File: src/rtl/sp_ram_bus_arb_if.sv
// One master port of the RAM front-end: request/grant plus a later response beat.
// Handshake: a request transfers in the cycle where req && gnt; the master holds req and
// its command until gnt; exactly one rvalid pulse returns per transfer, in grant order.
interface sp_ram_bus_arb_if #(
    parameter int ADDR_WIDTH = 16,
    parameter int NB_COL     = 4,
    parameter int COL_WIDTH  = 8
);
    localparam int DW = NB_COL * COL_WIDTH;

    logic                  req;
    logic                  gnt;
    logic [ADDR_WIDTH-1:0] addr;
    logic                  we;
    logic [NB_COL-1:0]     be;
    logic [DW-1:0]         wdata;
    logic                  rvalid;
    logic [DW-1:0]         rdata;
    logic                  err;

    modport master (output req, addr, we, be, wdata, input gnt, rvalid, rdata, err);
    modport slave  (input req, addr, we, be, wdata, output gnt, rvalid, rdata, err);
endinterface

File: src/rtl/sp_ram_bus_arb.sv
// Two-master round-robin front-end for a single-port byte-write RAM: word addressing,
// out-of-range filtering and a fixed-latency response pipeline routed back by master id.
module sp_ram_bus_arb #(
    parameter int NB_COL     = 4,
    parameter int COL_WIDTH  = 8,
    parameter int RAM_DEPTH  = 16384,
    parameter int ADDR_WIDTH = 16,
    parameter int RD_LATENCY = 1,
    localparam int DW = NB_COL * COL_WIDTH,
    localparam int AW = (RAM_DEPTH > 1) ? $clog2(RAM_DEPTH) : 1
) (
    input  logic                 clka,
    input  logic                 rsta,
    sp_ram_bus_arb_if.slave      m0,
    sp_ram_bus_arb_if.slave      m1,
    output logic [AW-1:0]        ram_addra,
    output logic [DW-1:0]        ram_dina,
    output logic [NB_COL-1:0]    ram_wea,
    output logic                 ram_ena,
    output logic                 ram_regcea,
    output logic                 ram_rsta,
    input  logic [DW-1:0]        ram_douta,
    output logic                 prio
);
    typedef enum logic {PRIO_M0 = 1'b0, PRIO_M1 = 1'b1} prio_t;

    localparam logic [ADDR_WIDTH-2:0] DEPTH_W = (ADDR_WIDTH-1)'(RAM_DEPTH);

    prio_t                 prio_q;
    logic                  gnt0, gnt1, any_gnt, sel;
    logic [ADDR_WIDTH-1:0] addr_sel;
    logic                  we_sel;
    logic [NB_COL-1:0]     be_sel;
    logic [DW-1:0]         wdata_sel;
    logic [ADDR_WIDTH-3:0] widx;
    logic                  oob;
    logic                  unused_addr_bits;

    logic [RD_LATENCY-1:0] pipe_vld, pipe_id, pipe_oob;
    logic                  out_vld, out_id, out_oob;

    // Contested cycles go to the pointer; otherwise the lone requester wins.
    always_comb begin
        gnt0 = 1'b0;
        gnt1 = 1'b0;
        if (!rsta) begin
            if (m0.req && m1.req) begin
                gnt0 = (prio_q == PRIO_M0);
                gnt1 = (prio_q == PRIO_M1);
            end else begin
                gnt0 = m0.req;
                gnt1 = m1.req;
            end
        end
    end

    assign m0.gnt  = gnt0;
    assign m1.gnt  = gnt1;
    assign any_gnt = gnt0 || gnt1;
    assign sel     = gnt1;

    assign addr_sel  = sel ? m1.addr  : m0.addr;
    assign we_sel    = sel ? m1.we    : m0.we;
    assign be_sel    = sel ? m1.be    : m0.be;
    assign wdata_sel = sel ? m1.wdata : m0.wdata;

    assign widx             = addr_sel[ADDR_WIDTH-1:2];
    assign unused_addr_bits = ^addr_sel[1:0];
    assign oob              = ({1'b0, widx} >= DEPTH_W);

    // Out-of-range grants still occupy a pipeline slot but never touch the RAM.
    assign ram_ena    = any_gnt && !oob;
    assign ram_wea    = (ram_ena && we_sel) ? be_sel : '0;
    assign ram_dina   = wdata_sel;
    assign ram_addra  = widx[AW-1:0];
    assign ram_rsta   = rsta;
    assign ram_regcea = (RD_LATENCY == 2) ? pipe_vld[0] : 1'b0;

    always_ff @(posedge clka) begin
        if (rsta) begin
            prio_q   <= PRIO_M0;
            pipe_vld <= '0;
            pipe_id  <= '0;
            pipe_oob <= '0;
        end else begin
            if (m0.req && m1.req) begin
                prio_q <= (prio_q == PRIO_M0) ? PRIO_M1 : PRIO_M0;
            end
            pipe_vld[0] <= any_gnt;
            pipe_id[0]  <= sel;
            pipe_oob[0] <= oob;
            for (int i = 1; i < RD_LATENCY; i++) begin
                pipe_vld[i] <= pipe_vld[i-1];
                pipe_id[i]  <= pipe_id[i-1];
                pipe_oob[i] <= pipe_oob[i-1];
            end
        end
    end

    assign prio = prio_q;

    // Responses are suppressed while reset is asserted so in-flight beats never surface.
    assign out_vld = pipe_vld[RD_LATENCY-1] && !rsta;
    assign out_id  = pipe_id[RD_LATENCY-1];
    assign out_oob = pipe_oob[RD_LATENCY-1];

    assign m0.rvalid = out_vld && !out_id;
    assign m1.rvalid = out_vld && out_id;
    assign m0.err    = m0.rvalid && out_oob;
    assign m1.err    = m1.rvalid && out_oob;
    assign m0.rdata  = (m0.rvalid && !out_oob) ? ram_douta : '0;
    assign m1.rdata  = (m1.rvalid && !out_oob) ? ram_douta : '0;
endmodule

File: src/flat_wrapper.sv
// flat-port wrapper written by rule: the top's interface ports become plain ports
module sp_ram_bus_arb_flat 
#(
    parameter int NB_COL     = 4,
    parameter int COL_WIDTH  = 8,
    parameter int RAM_DEPTH  = 16384,
    parameter int ADDR_WIDTH = 16,
    parameter int RD_LATENCY = 1,
    localparam int DW = NB_COL * COL_WIDTH,
    localparam int AW = (RAM_DEPTH > 1) ? $clog2(RAM_DEPTH) : 1
)
  (clka, rsta, ram_addra, ram_dina, ram_wea, ram_ena, ram_regcea, ram_rsta, ram_douta, prio, m0_req, m0_addr, m0_we, m0_be, m0_wdata, m0_gnt, m0_rvalid, m0_rdata, m0_err, m1_req, m1_addr, m1_we, m1_be, m1_wdata, m1_gnt, m1_rvalid, m1_rdata, m1_err);
  sp_ram_bus_arb_if #(.ADDR_WIDTH(ADDR_WIDTH), .NB_COL(NB_COL), .COL_WIDTH(COL_WIDTH)) m0_i ();
  sp_ram_bus_arb_if #(.ADDR_WIDTH(ADDR_WIDTH), .NB_COL(NB_COL), .COL_WIDTH(COL_WIDTH)) m1_i ();
  input  logic clka;
  input  logic rsta;
  output logic [AW-1:0] ram_addra;
  output logic [DW-1:0] ram_dina;
  output logic [NB_COL-1:0] ram_wea;
  output logic ram_ena;
  output logic ram_regcea;
  output logic ram_rsta;
  input  logic [DW-1:0] ram_douta;
  output logic prio;
  input wire logic [$bits(m0_i.req)-1:0] m0_req;
  input wire logic [$bits(m0_i.addr)-1:0] m0_addr;
  input wire logic [$bits(m0_i.we)-1:0] m0_we;
  input wire logic [$bits(m0_i.be)-1:0] m0_be;
  input wire logic [$bits(m0_i.wdata)-1:0] m0_wdata;
  output wire logic [$bits(m0_i.gnt)-1:0] m0_gnt;
  output wire logic [$bits(m0_i.rvalid)-1:0] m0_rvalid;
  output wire logic [$bits(m0_i.rdata)-1:0] m0_rdata;
  output wire logic [$bits(m0_i.err)-1:0] m0_err;
  input wire logic [$bits(m1_i.req)-1:0] m1_req;
  input wire logic [$bits(m1_i.addr)-1:0] m1_addr;
  input wire logic [$bits(m1_i.we)-1:0] m1_we;
  input wire logic [$bits(m1_i.be)-1:0] m1_be;
  input wire logic [$bits(m1_i.wdata)-1:0] m1_wdata;
  output wire logic [$bits(m1_i.gnt)-1:0] m1_gnt;
  output wire logic [$bits(m1_i.rvalid)-1:0] m1_rvalid;
  output wire logic [$bits(m1_i.rdata)-1:0] m1_rdata;
  output wire logic [$bits(m1_i.err)-1:0] m1_err;
  assign m0_i.req = m0_req;
  assign m0_i.addr = m0_addr;
  assign m0_i.we = m0_we;
  assign m0_i.be = m0_be;
  assign m0_i.wdata = m0_wdata;
  assign m0_gnt = m0_i.gnt;
  assign m0_rvalid = m0_i.rvalid;
  assign m0_rdata = m0_i.rdata;
  assign m0_err = m0_i.err;
  assign m1_i.req = m1_req;
  assign m1_i.addr = m1_addr;
  assign m1_i.we = m1_we;
  assign m1_i.be = m1_be;
  assign m1_i.wdata = m1_wdata;
  assign m1_gnt = m1_i.gnt;
  assign m1_rvalid = m1_i.rvalid;
  assign m1_rdata = m1_i.rdata;
  assign m1_err = m1_i.err;
  sp_ram_bus_arb #(.NB_COL(NB_COL), .COL_WIDTH(COL_WIDTH), .RAM_DEPTH(RAM_DEPTH), .ADDR_WIDTH(ADDR_WIDTH), .RD_LATENCY(RD_LATENCY)) u_core (.clka(clka), .rsta(rsta), .m0(m0_i), .m1(m1_i), .ram_addra(ram_addra), .ram_dina(ram_dina), .ram_wea(ram_wea), .ram_ena(ram_ena), .ram_regcea(ram_regcea), .ram_rsta(ram_rsta), .ram_douta(ram_douta), .prio(prio));
endmodule
File: config.mk
export PLATFORM = sky130hd
export DESIGN_NAME = sp_ram_bus_arb_flat
export DESIGN_NICKNAME = d
export VERILOG_FILES = /design/src/rtl/sp_ram_bus_arb_if.sv /design/src/rtl/sp_ram_bus_arb.sv /design/src/flat_wrapper.sv
export SDC_FILE = /design/constraint.sdc
export NUM_CORES = 1
export LEC_CHECK = 0
export ABC_AREA = 1
export BUFFER_PORTS_ARGS = -buffer_cell sky130_fd_sc_hd__buf_4
export CAP_MARGIN = 15
export CELL_PAD_IN_SITES_DETAIL_PLACEMENT = 1
export CELL_PAD_IN_SITES_GLOBAL_PLACEMENT = 2
export CORE_UTILIZATION = 10
export CTS_BUF_LIST = sky130_fd_sc_hd__clkbuf_8 sky130_fd_sc_hd__clkbuf_16
export DETAILED_ROUTE_END_ITERATION = 8
export HOLD_SLACK_MARGIN = 0.08
export PLACE_DENSITY_LB_ADDON = 0.12
export SLEW_MARGIN = 25
export SYNTH_ARGS = -nofsm -noshare
export SYNTH_HDL_FRONTEND = slang
export SYNTH_SLANG_ARGS = --single-unit
File: constraint.sdc
create_clock -name clka -period 1.6 [get_ports clka]
set_clock_uncertainty 0.1 [all_clocks]
set_input_delay 0.32 -clock clka [delete_from_list [all_inputs] [get_ports clka]]
set_output_delay 0.32 -clock clka [all_outputs]
set_load 0.1 [all_outputs]
# Word-level counts from Yosys, hierarchy flattened
# Index checks and enable logic that the tools add are counted.
# totals
in_bits,142
ram_bits,0
register_bits,3
memories,0
latchBits,0
rom_bits,0
wordCells,24
# classes
multipliers,0
n_bitwise,1
add_sub_neg,0
order_cmp,0
n_shift,0
div_mod_pow,0
reduce_logical,8
mux,12
eq_ne,0
# ops
cell,n
two-way mux 32 bit,3
two-way mux 16 bit,1
two-way mux 4 bit,2
two-way mux 1 bit,6
logical AND 1 bit,5
logical NOT 1 bit,2
logical OR 1 bit,1
NOT 1 bit,1

# Longest topological paths before layout
# Gate-level depths: netlist of run 1.
# depth
ltp_word,6
depth_mapped,8

# Worst setup path after synthesis of run 1
# OpenSTA, ideal clock, no wires.
# synth_timing
path_kind,input -> output
from,input rsta
to,output m0_rdata[10]
path_stages,4
arrival_ps,4350
slack_ps,-3170
path_cell_list,nor3_1 inv_1 buf_2 nor2_1
# synth_via
elab_chain_len,4
# synth_rtl
item,line,source
"start, declared",flat_wrapper.sv:16,input logic rsta;
logical NOT 1 bit,sp_ram_bus_arb.sv:103,assign out_vld = pipe_vld[RD_LATENCY-1] && !rsta;
logical AND 1 bit,sp_ram_bus_arb.sv:103,
logical AND 1 bit,sp_ram_bus_arb.sv:107,assign m0.rvalid = out_vld && !out_id;
two-way mux 32 bit,sp_ram_bus_arb.sv:111,assign m0.rdata = (m0.rvalid && !out_oob) ? ram_douta : '0;
"end, declared",flat_wrapper.sv:32,output wire logic [$bits(m0_i.rdata)-1:0] m0_rdata;
# No other way between the ends.

# Worst setup path after layout of run 1
# layout_timing
from,register u_core.prio_q (netlist: u_core.prio)
to,output ram_addra[0]
# layout_via
elab_chain_len,3
# layout_rtl
item,line,source
"start, declared",sp_ram_bus_arb.sv:29,prio_t prio_q;
"start signal, assigned",sp_ram_bus_arb.sv:87,prio_q <= (prio_q == PRIO_M0) ? PRIO_M1 : PRIO_M0;
two-way mux 1 bit,sp_ram_bus_arb.sv:47,if (m0.req && m1.req) begin
two-way mux 1 bit,sp_ram_bus_arb.sv:46,if (!rsta) begin
two-way mux 16 bit,sp_ram_bus_arb.sv:62,assign addr_sel = sel ? m1.addr : m0.addr;
"end, declared",flat_wrapper.sv:17,output logic [AW-1:0] ram_addra;
# No other way between the ends.

==> impl_metrics.py, run 1 <==
metrics = {
    "critical_path": {
        "path_cells": "inv_4 > nand3_4 > nand2_8 > inv_12 > buf_16 > nand2_4 > nand2_8 > buf_8",
        "cp-end-kind": "output pin",
        "worstSetupPathType": "reg -> out",
        "critPathMaxStageDelay_ps": 350,
        "r2r_setup_slack_ps": 240,
        "reg2reg_depth": 8,
        "cpMostUsedCell": "nand2_8",
        "r2r-end": "u_core.out_id",
        "r2r_start": "u_core.prio",
        "crit_slowest_cell": "dfxtp_4",
        "start_kind": "flop",
        "cp.required_ps": 1180,
        "cp.arrival_ps": 1520,
        "path_max_fanout": 8,
    },
    "synth": {
        "synthMuxAreaShare": 0,
        "async_flop_share": 0,
        "yosysTopAreaCellShare": 0.436,
        "synth.area.top_cells": "nand2_1 44%, nor2_1 20%, inv_1 13%",
        "synthAdderAreaFrac": 0,
        "synthSimpleGateAreaFrac": 0.685,
        "synth_top_family_by_area": "simple AND/OR/NAND/NOR gates",
        "netlist_instances": 302,
        "synth_top_area_cell": "nand2_1",
        "ys_seq_area_frac": 0.0472,
        "ys_ff_latch": 3,
        "synthTopCellsByCount": "148 x nand2_1, 69 x nor2_1, 45 x inv_1",
        "synth_xor_area_frac": 0,
        "synth-edff-count": 0,
        "syn-cell-area_um2": 1270,
        "ys_types": 16,
        "yosys_warnings": 0,
        "yosysMostFrequentCell": "nand2_1",
        "syn_avg_cell_area_um2": 4.22,
        "synthFlopType": "dfxtp_1",
        "synth_compound_area_frac": 0.0216,
    },
    "sta": {
        "setup_tns_ps": -28370,
        "setup_viol": 118,
        "hold_ws_ps": 417,
        "rsz0062_at_grt": "yes",
        "fmax_mhz": 516,
        "period_needed_ps": 1940,
        "fin_ws_ps": -337,
        "final_max_slew_viol_count": 0,
        "min_period_over_period": 1.21,
        "hold_viol_final": 0,
    },
    "clock_network": {
        "cts.path.max_buffers": 2,
        "h-tree-depth": 1,
        "cts_hold_buf": 0,
        "clk_pin_slew_worst_paths_ps": 30,
        "cts_tree": "done",
        "clockRootBuffer": "clkbuf_16",
        "clkSinkCount": 3,
        "cts_buffers": 3,
        "worstSkewPairLatency_ps": 220,
    },
    "placement": {
        "gp_congestion": 0.711,
        "post-place-ws_ps": -427,
        "dp_hpwl_mm": 9.31,
        "port_buffers": 258,
    },
    "power_and_ir_drop": {
        "p_leak_nw": 3.32,
        "vdd_drop_max_v": 0.000261,
        "intPower_w": 0.00159,
        "power_density_nw_per_um2": 477,
        "p_clk_frac": 0.108,
        "seq_power_share": 0.023,
        "pwr-share-comb": 0.868,
        "switching_share": 0.564,
        "p_sw_w": 0.00206,
    },
    "layout": {
        "register_area_um2": 66.3,
        "fillers": 1260,
        "multi_input_area_um2": 2940,
        "drive_above_1_share": 0.852,
        "diodes": 0,
        "finalNetCount": 739,
        "area_delta_synth_final_pct": 502,
    },
    "floorplanning": {
        "io_pins": 266,
        "core_um2": 12200,
        "initial_core_util": 0.104,
        "rows": 40,
        "fp.dieW_um": 115,
        "dieArea_um2": 13200,
        "die_y_um": 115,
    },
    "detailed_routing": {
        "totalWireLength_mm": 13.4,
        "drc_errors": 0,
        "dr.pass1.iters": 3,
        "wl_per_cell_um": 17.5,
        "drt_iter0_markers": 60,
        "drtAntennaViolNets": 0,
        "route.vias.total": 3067,
        "viasPerCell": 4.01,
    },
    "flow_run": {
        "maxCapViolCount": 0,
    },
    "worst_hold_path": {
        "min_path_cells": 4,
        "hold_path_startpoint": "rsta",
        "min_path_type": "in -> reg",
        "whs_endpoint": "u_core.prio",
    },
    "global_routing": {
        "grt_pass1_vias": 3560,
        "grt_pass1_wl_mm": 20.1,
        "grtUsageTotal": 0.200,
        "grt_overflow_total": 0,
        "antenna_found_initial": 0,
        "grt_start_max_net_pins": 19,
    },
    "run_status": {
        "violations": "negative setup slack",
        "outcome": "finished with violations",
    },
}
[cells by family after synthesis]
logic type / after synthesis
and+or+nand+nor: 227
buffers and inverters: 66
AOI/OAI and AO/OA: 5
DFF: 3
other: 1
[critical path, delay by kind of cell, from the launching register on]
family / cells / cell delay, ps
buffers and inverters: 4 / 570
AND/OR/NAND/NOR: 4 / 350
flip-flops: 1 / 350
[power by group through the flow]
stage	Combinational, W	Sequential, W	Clock, W
after CTS	0.00313	0.0000854	0.000399
after detailed placement	0.00259	0.0000845	0
final	0.00317	0.0000854	0.000396
after global routing	0.00328	0.0000862	0.000409
after floorplan	0.00192	0.0000976	0
after global placement	0.00256	0.0000844	0
[state kept, by name, indices dropped and copies added (netlist names)]
register,flops
u_core.out_id,1
u_core.pipe_vld,1
u_core.prio,1
[per-stage QoR]
stage | cells | instance area [µm²] | power, W | utilization
finish | 764 | 7670 | 0.00366 | 0.628
CTS | 762 | 7570 | 0.00361 | 0.620
global route | 764 | 7670 | 0.00377 | 0.628
floorplan | 304 | 3390 | 0.00202 | -
detailed placement | 744 | 5650 | 0.00267 | 0.462
global placement | 744 | 5650 | 0.00264 | 0.462
[routing by layer]
| layer | share of wire | track usage | routed length, µm |
|---|---|---|---|
| met3 | 0.096 | 0.0622 | 1280 |
| met4 | 0.014 | 0.0390 | 189 |
| met2 | 0.59 | 0.414 | 7820 |
| met1 | 0.30 | 0.191 | 4070 |
| met5 | 0 | 0 | 0 |
[worst max-delay path by stage]
stage / start / endpoint / cells after the start
2_1_floorplan: u_core.pipe_vld / m0_rdata[10] / 5
3_3_place_gp: m1_req / ram_dina[13] / 9
3_5_place_dp: m1_req / ram_dina[13] / 9
4_1_cts: u_core.prio / ram_addra[0] / 8
5_1_grt: u_core.prio / ram_addra[0] / 8
6_report: u_core.prio / ram_addra[0] / 8
[cell usage in the layout, fill, tap and decap left out]
cell          n
nand3_2       1
inv_1        38
buf_12      124
nand3_4       2
clkbuf_16     4
buf_4       151
a21oi_1       2
a211oi_4      1
buf_6         9
nand3_1       4
inv_4         2
nand2_1      40
inv_12        1
nor3_4        1
nand2_4      14
nand2_8      80
clkinvlp_4    1
dfxtp_2       2
o21ai_0       1
a21oi_4       1
inv_2         4
clkinv_8      1
nand2_2      15
buf_16        7
nor2_4       70
inv_8         1
dfxtp_4       1
buf_8        15
conb_1        3
[area by class of cell]
| class | count | area share |
|---|---|---|
| inverter | 46 | 0.0269 |
| clock buffer | 3 | 0.00979 |
| multi-input combinational | 235 | 0.383 |
| tap | 168 | 0.0274 |
| sequential | 3 | 0.00865 |
| clock inverter | 1 | 0.000489 |
| timing repair buffer | 307 | 0.543 |
| timing repair inverter | 1 | 0.00147 |
[what timing repair did]
item	CTS	global route
pin swaps	12	18
gates resized for setup	394	39
cloned	6	1
setup endpoints to repair	119	119
setup buffers	9	7
No activity file was read; power rests on OpenSTA's default activity.
==> run 2, diff against run 1 <==
==> constraint.sdc (replaced) <==
create_clock -name clka -period 1.6 [get_ports clka]
set_clock_uncertainty 0.1 [all_clocks]
set_input_delay 0.16 -clock clka [delete_from_list [all_inputs] [get_ports clka]]
set_output_delay 0.16 -clock clka [all_outputs]
set_load 0.1 [all_outputs]
==> impl_metrics.py, run 2 (synthesis results as in run 1) <==
metrics = {
    "critical_path": {
        "cp.required_ps": 1340,
        "cpMostUsedCell": "nand2_8",
        "start_kind": "flop",
        "path_delay_family": "simple AND/OR/NAND/NOR gates",
        "cp.arrival_ps": 1510,
        "crit_start": "u_core.prio",
        "r2r_start": "u_core.prio",
        "cp-end-kind": "output pin",
        "cp_num_buf_inv": 3,
        "critPathMaxStageDelay_ps": 330,
        "path_cells": "inv_2 > nand3_4 > nand2_8 > buf_12 > nand2_1 > nand2_8 > buf_8",
        "worstSetupPathType": "reg -> out",
        "crit_slowest_cell": "dfxtp_4",
        "path_max_fanout": 29,
    },
    "global_routing": {
        "grt_pass1_vias": 3366,
        "antenna_found_initial": 0,
        "grt_overflow_total": 0,
        "grtUsageTotal": 0.169,
        "grt_pass1_wl_mm": 17.4,
        "grt_start_max_net_pins": 30,
    },
    "clock_network": {
        "cts_tree": "done",
        "clockRootBuffer": "clkbuf_16",
        "clkSinkCount": 3,
        "worstSkewPairLatency_ps": 220,
        "cts_buffers": 3,
        "h-tree-depth": 1,
        "clk_pin_slew_worst_paths_ps": 30,
        "cts.path.max_buffers": 2,
    },
    "placement": {
        "dp_hpwl_mm": 8.50,
        "dp_cells": 737,
        "gp_congestion": 0.692,
        "port_buffers": 258,
    },
    "run_status": {
        "outcome": "finished with violations",
        "violations": "negative setup slack",
    },
    "detailed_routing": {
        "drtAntennaViolNets": 0,
        "wl_per_cell_um": 17.9,
        "route.vias.total": 3085,
        "dr.pass1.iters": 4,
        "drt_iter0_markers": 32,
        "totalWireLength_mm": 13.6,
        "viasPerCell": 4.04,
        "drc_errors": 0,
    },
    "floorplanning": {
        "die_y_um": 115,
        "rows": 40,
        "core_um2": 12200,
        "fp.dieW_um": 115,
        "io_pins": 266,
        "dieArea_um2": 13200,
        "initial_core_util": 0.104,
    },
    "layout": {
        "drive_above_1_share": 0.845,
        "final_core_util": 0.614,
        "layout_common_cells": "160 x buf_4, 103 x buf_12, 79 x nand2_8",
        "layout_commonest_cell": "buf_4",
        "finalNetCount": 738,
        "diodes": 0,
        "layoutNonFillerInstCount": 763,
        "area_delta_synth_final_pct": 489,
    },
    "power_and_ir_drop": {
        "power_density_nw_per_um2": 479,
        "p_leak_nw": 3.27,
        "switching_share": 0.572,
        "intPower_w": 0.00154,
        "power_w": 0.00359,
        "pwr-share-comb": 0.866,
        "vdd_drop_max_v": 0.000319,
        "p_sw_w": 0.00205,
        "p_clk_frac": 0.110,
        "seq_power_share": 0.023,
    },
    "sta": {
        "min_period_over_period": 1.11,
        "period_needed_ps": 1770,
        "rsz0062_at_grt": "yes",
        "fmax_mhz": 564,
        "hold_ws_ps": 226,
        "fin_ws_ps": -172,
        "hold_viol_final": 0,
        "final_max_slew_viol_count": 0,
        "setup_viol": 82,
    },
    "flow_run": {
        "maxCapViolCount": 0,
    },
    "worst_hold_path": {
        "min_path_type": "in -> reg",
        "hold_path_startpoint": "rsta",
    },
}
## run 2: cell types whose count changed in the layout (fill, tap and decap cells not counted), sizes merged
cell	change
clkinvlp	-1
clkbuf	+4
buf	-6
nand2	+1
clkinv	-1
inv	+2
## run 2: area by class of cell
class                   instances  area, µm²
repair buffers                305       4030
clock buffers                   3       75.1
well taps                     168        210
repair inverters                1       11.3
clock inverters                 1       3.75
inverters                      46        188
multi-input cells             236       2920
fillers                      1269       4710
flip-flops and latches          3       66.3
## run 2: per-layer routing
layer	up-vias	GRT usage	part of all wire
met5	-	0	0
met4	0	0.0303	0.032
met3	25	0.0480	0.084
met2	162	0.369	0.60
met1	1448	0.151	0.28
li1	1450	-	-
## run 2: stage by stage
step,instance area [µm²],setup WS [ps],TNS [ps]
after floorplan,3150,-727,-36240
after global placement,5390,-94.5,-1930
after detailed placement,5390,-120,-2750
after CTS,6850,-181,-10580
after global routing,7500,-250,-14840
final,7500,-172,-9900
## run 2: what timing repair did
action,in CTS,in global routing
hold buffers,0,0
gates resized for setup,296,109
gates cloned,6,6
endpoints found under the setup margin,115,115
pin swaps,8,20
setup buffers,7,5
## run 2: power by group through the flow
stage / registers [W] / clock network (W) / logic [W]
after floorplan: 0.0000970 / 0 / 0.00188
after global placement: 0.0000840 / 0 / 0.00249
after detailed placement: 0.0000841 / 0 / 0.00252
after CTS: 0.0000835 / 0.000397 / 0.00292
after global routing: 0.0000842 / 0.000412 / 0.00321
final: 0.0000837 / 0.000396 / 0.00311
## run 2: final timing paths
check | slack (ps) | cells after the start | to
min reg2reg | 670 | 4 | u_core.prio
max reg2reg | 390 | 7 | u_core.out_id
max | -170 | 7 | ram_addra[5]
min | 230 | 3 | u_core.prio
## run 2: tightest hold or removal path: cells and delay by family
family,cells,cell delay (ps)
AO/OA/AOI/OAI,1,50
buffers and inverters,2,290
==> run 3, diff against run 2 <==
--- a/config.mk
+++ b/config.mk
@@ -5,11 +5,12 @@
 export SDC_FILE = /design/constraint.sdc
 export NUM_CORES = 1
 export LEC_CHECK = 0
-export ABC_AREA = 1
 export BUFFER_PORTS_ARGS = -buffer_cell sky130_fd_sc_hd__buf_4
 export CAP_MARGIN = 15
 export CELL_PAD_IN_SITES_DETAIL_PLACEMENT = 1
 export CELL_PAD_IN_SITES_GLOBAL_PLACEMENT = 2
+export CORE_ASPECT_RATIO = 0.75
+export CORE_MARGIN = 2
 export CORE_UTILIZATION = 10
 export CTS_BUF_LIST = sky130_fd_sc_hd__clkbuf_8 sky130_fd_sc_hd__clkbuf_16
 export DETAILED_ROUTE_END_ITERATION = 8
==> impl_metrics.py, run 3 <==
metrics = {
    "critical_path": {
        "r2r_start": "u_core.prio",
        "critPathMaxStageDelay_ps": 340,
        "cp_num_buf_inv": 2,
        "crit_slowest_cell": "dfxtp_4",
        "worstSetupPathType": "reg -> out",
        "cp.arrival_ps": 1560,
        "r2r-end": "u_core.out_id",
        "path_cells": "nand2b_4 > nand2_8 > clkbuf_16 > mux2_4 > buf_12",
        "cp.required_ps": 1340,
        "path_delay_family": "buffers and inverters",
        "path_max_fanout": 8,
        "start_kind": "flop",
        "reg2reg_depth": 4,
        "r2r_setup_slack_ps": 500,
        "cp-end-kind": "output pin",
    },
    "placement": {
        "placed_cell_area_um2": 3860,
        "post-place-ws_ps": -129,
        "dp_cells": 593,
        "port_buffers": 258,
        "gp_congestion": 0.661,
        "dp_hpwl_mm": 7.13,
    },
    "synth": {
        "netlist_instances": 162,
        "ys_seq_area_frac": 0.0447,
        "yosys_warnings": 0,
        "ys_ff_latch": 3,
        "syn-cell-area_um2": 1350,
        "yosysMostFrequentCell": "and2_1",
        "ys_types": 25,
        "synth.area.top_cells": "and2_1 30%, mux2_2 23%, mux2_4 20%",
        "synth-edff-count": 0,
        "synthFlopType": "dfxtp_1",
        "syn_avg_cell_area_um2": 8.30,
        "synth_top_area_cell": "and2_1",
        "synthTopCellsByCount": "64 x and2_1, 28 x mux2_2, 18 x mux2_4",
        "yosysTopAreaCellShare": 0.298,
        "async_flop_share": 0,
    },
    "global_routing": {
        "grt_overflow_total": 0,
        "grtUsageTotal": 0.137,
        "grt_pass1_wl_mm": 15.0,
        "grt_pass1_vias": 2680,
        "grt_start_max_net_pins": 18,
        "antenna_found_initial": 0,
    },
    "clock_network": {
        "cts_hold_buf": 0,
        "h-tree-depth": 1,
        "worstSkewPairLatency_ps": 220,
        "cts_buffers": 3,
        "clk_pin_slew_worst_paths_ps": 30,
        "clockRootBuffer": "clkbuf_16",
        "clkSinkCount": 3,
        "cts_tree": "done",
        "cts.path.max_buffers": 2,
    },
    "flow_run": {
        "maxCapViolCount": 0,
    },
    "sta": {
        "fmax_mhz": 548,
        "rsz0062_at_grt": "yes",
        "fin_ws_ps": -224,
        "min_period_over_period": 1.14,
        "period_needed_ps": 1820,
        "hold_viol_final": 0,
        "final_max_slew_viol_count": 0,
        "setup_viol": 112,
    },
    "detailed_routing": {
        "wl_met1_mm": 3.75,
        "route.vias.total": 2308,
        "totalWireLength_mm": 10.3,
        "drtAntennaViolNets": 0,
        "wl_met3_um": 683,
        "dr.pass1.iters": 3,
        "wl_per_cell_um": 16.8,
        "dr_wl_met2_mm": 5.85,
        "drc_errors": 0,
        "viasPerCell": 3.75,
        "highest_layer": "met4",
        "drt_iter0_markers": 60,
    },
    "floorplanning": {
        "core_um2": 13100,
        "io_pins": 266,
        "initial_core_util": 0.103,
        "die_y_um": 104,
        "rows": 36,
        "fp.dieW_um": 138,
        "dieArea_um2": 14400,
    },
    "power_and_ir_drop": {
        "seq_power_share": 0.029,
        "p_clk_frac": 0.132,
        "power_density_nw_per_um2": 510,
        "pwr-share-comb": 0.840,
        "intPower_w": 0.00145,
        "p_leak_nw": 2.84,
        "switching_share": 0.512,
        "p_sw_w": 0.00153,
        "vdd_drop_max_v": 0.000292,
    },
    "worst_hold_path": {
        "min_path_cells": 2,
        "whs_endpoint": "u_core.prio",
        "min_path_type": "in -> reg",
        "hold_path_startpoint": "rsta",
    },
    "layout": {
        "layout_commonest_cell": "buf_4",
        "drive_above_1_share": 0.953,
        "diodes": 0,
        "area_delta_synth_final_pct": 334,
        "layoutNonFillerInstCount": 616,
        "finalNetCount": 588,
        "layout_common_cells": "154 x buf_4, 124 x buf_12, 64 x and2_4",
        "fillers": 1399,
        "finalInstanceArea_um2": 5840,
    },
    "run_status": {
        "violations": "negative setup slack",
        "outcome": "finished with violations",
    },
}
-- run 3: worst max path at each step --
stage | slack (ps) | start | cells past startpoint | endpoint
6_report | -220 | u_core.prio | 5 | ram_dina[29]
2_1_floorplan | -250 | u_core.prio | 2 | m0_gnt
5_1_grt | -270 | u_core.prio | 5 | ram_dina[6]
4_1_cts | -230 | u_core.prio | 5 | ram_dina[1]
3_5_place_dp | -130 | u_core.prio | 5 | ram_wea[2]
3_3_place_gp | -100 | u_core.prio | 5 | ram_dina[2]
-- run 3: layout make-up --
cell class | count | area [µm²] | area share
flip-flops and latches | 3 | 66.3 | 0.0114
repair buffers | 293 | 3920 | 0.670
inverters | 2 | 11.3 | 0.00193
multi-input cells | 143 | 1550 | 0.266
well taps | 171 | 214 | 0.0366
clock inverters | 1 | 3.75 | 0.000643
clock buffers | 3 | 75.1 | 0.0129
-- run 3: cell families (layout without fill, tap and decap cells) --
logic type | after synthesis | after routing | share of synthesized area
and+or+nand+nor | 83 | 83 | 0.386
muxes | 46 | 46 | 0.435
buffers and inverters | 18 | 299 | 0.0828
AOI/OAI and AO/OA | 10 | 10 | 0.0419
DFF | 3 | 3 | 0.0447
other | 1 | 3 | 0.00279
xor gates and xnor gates | 1 | 1 | 0.00651
-- run 3: layer usage --
layer	GRT usage	vias to the layer above
met2	0.269	101
met1	0.154	1102
met4	0.0175	0
li1	-	1101
met3	0.0253	4
met5	0	-
-- run 3: timing repair --
action,4_1_cts,5_1_grt
pin swaps,54,18
cloned,10,2
endpoints found under the hold margin,0,0
setup endpoints to repair,116,118
gates resized for setup,417,6
buffers inserted,12,3
-- run 3: power by group through the flow --
stage               logic [W]  registers [W]  clock network, W
finish                0.00250      0.0000859          0.000392
global route          0.00258      0.0000867          0.000408
CTS                   0.00253      0.0000865          0.000401
detailed placement    0.00196      0.0000870                 0
global placement      0.00195      0.0000867                 0
floorplan             0.00140       0.000101                 0
-- run 3: stage by stage --
stage | utilization | hold slack (ps) | TNS, ps | power, W
floorplan | - | 195 | -9080 | 0.00151
global placement | 0.295 | 341 | -4380 | 0.00203
detailed placement | 0.295 | 345 | -4810 | 0.00204
CTS | 0.454 | 111 | -15910 | 0.00302
global route | 0.447 | 122 | -16810 | 0.00308
finish | 0.447 | 110 | -11440 | 0.00298
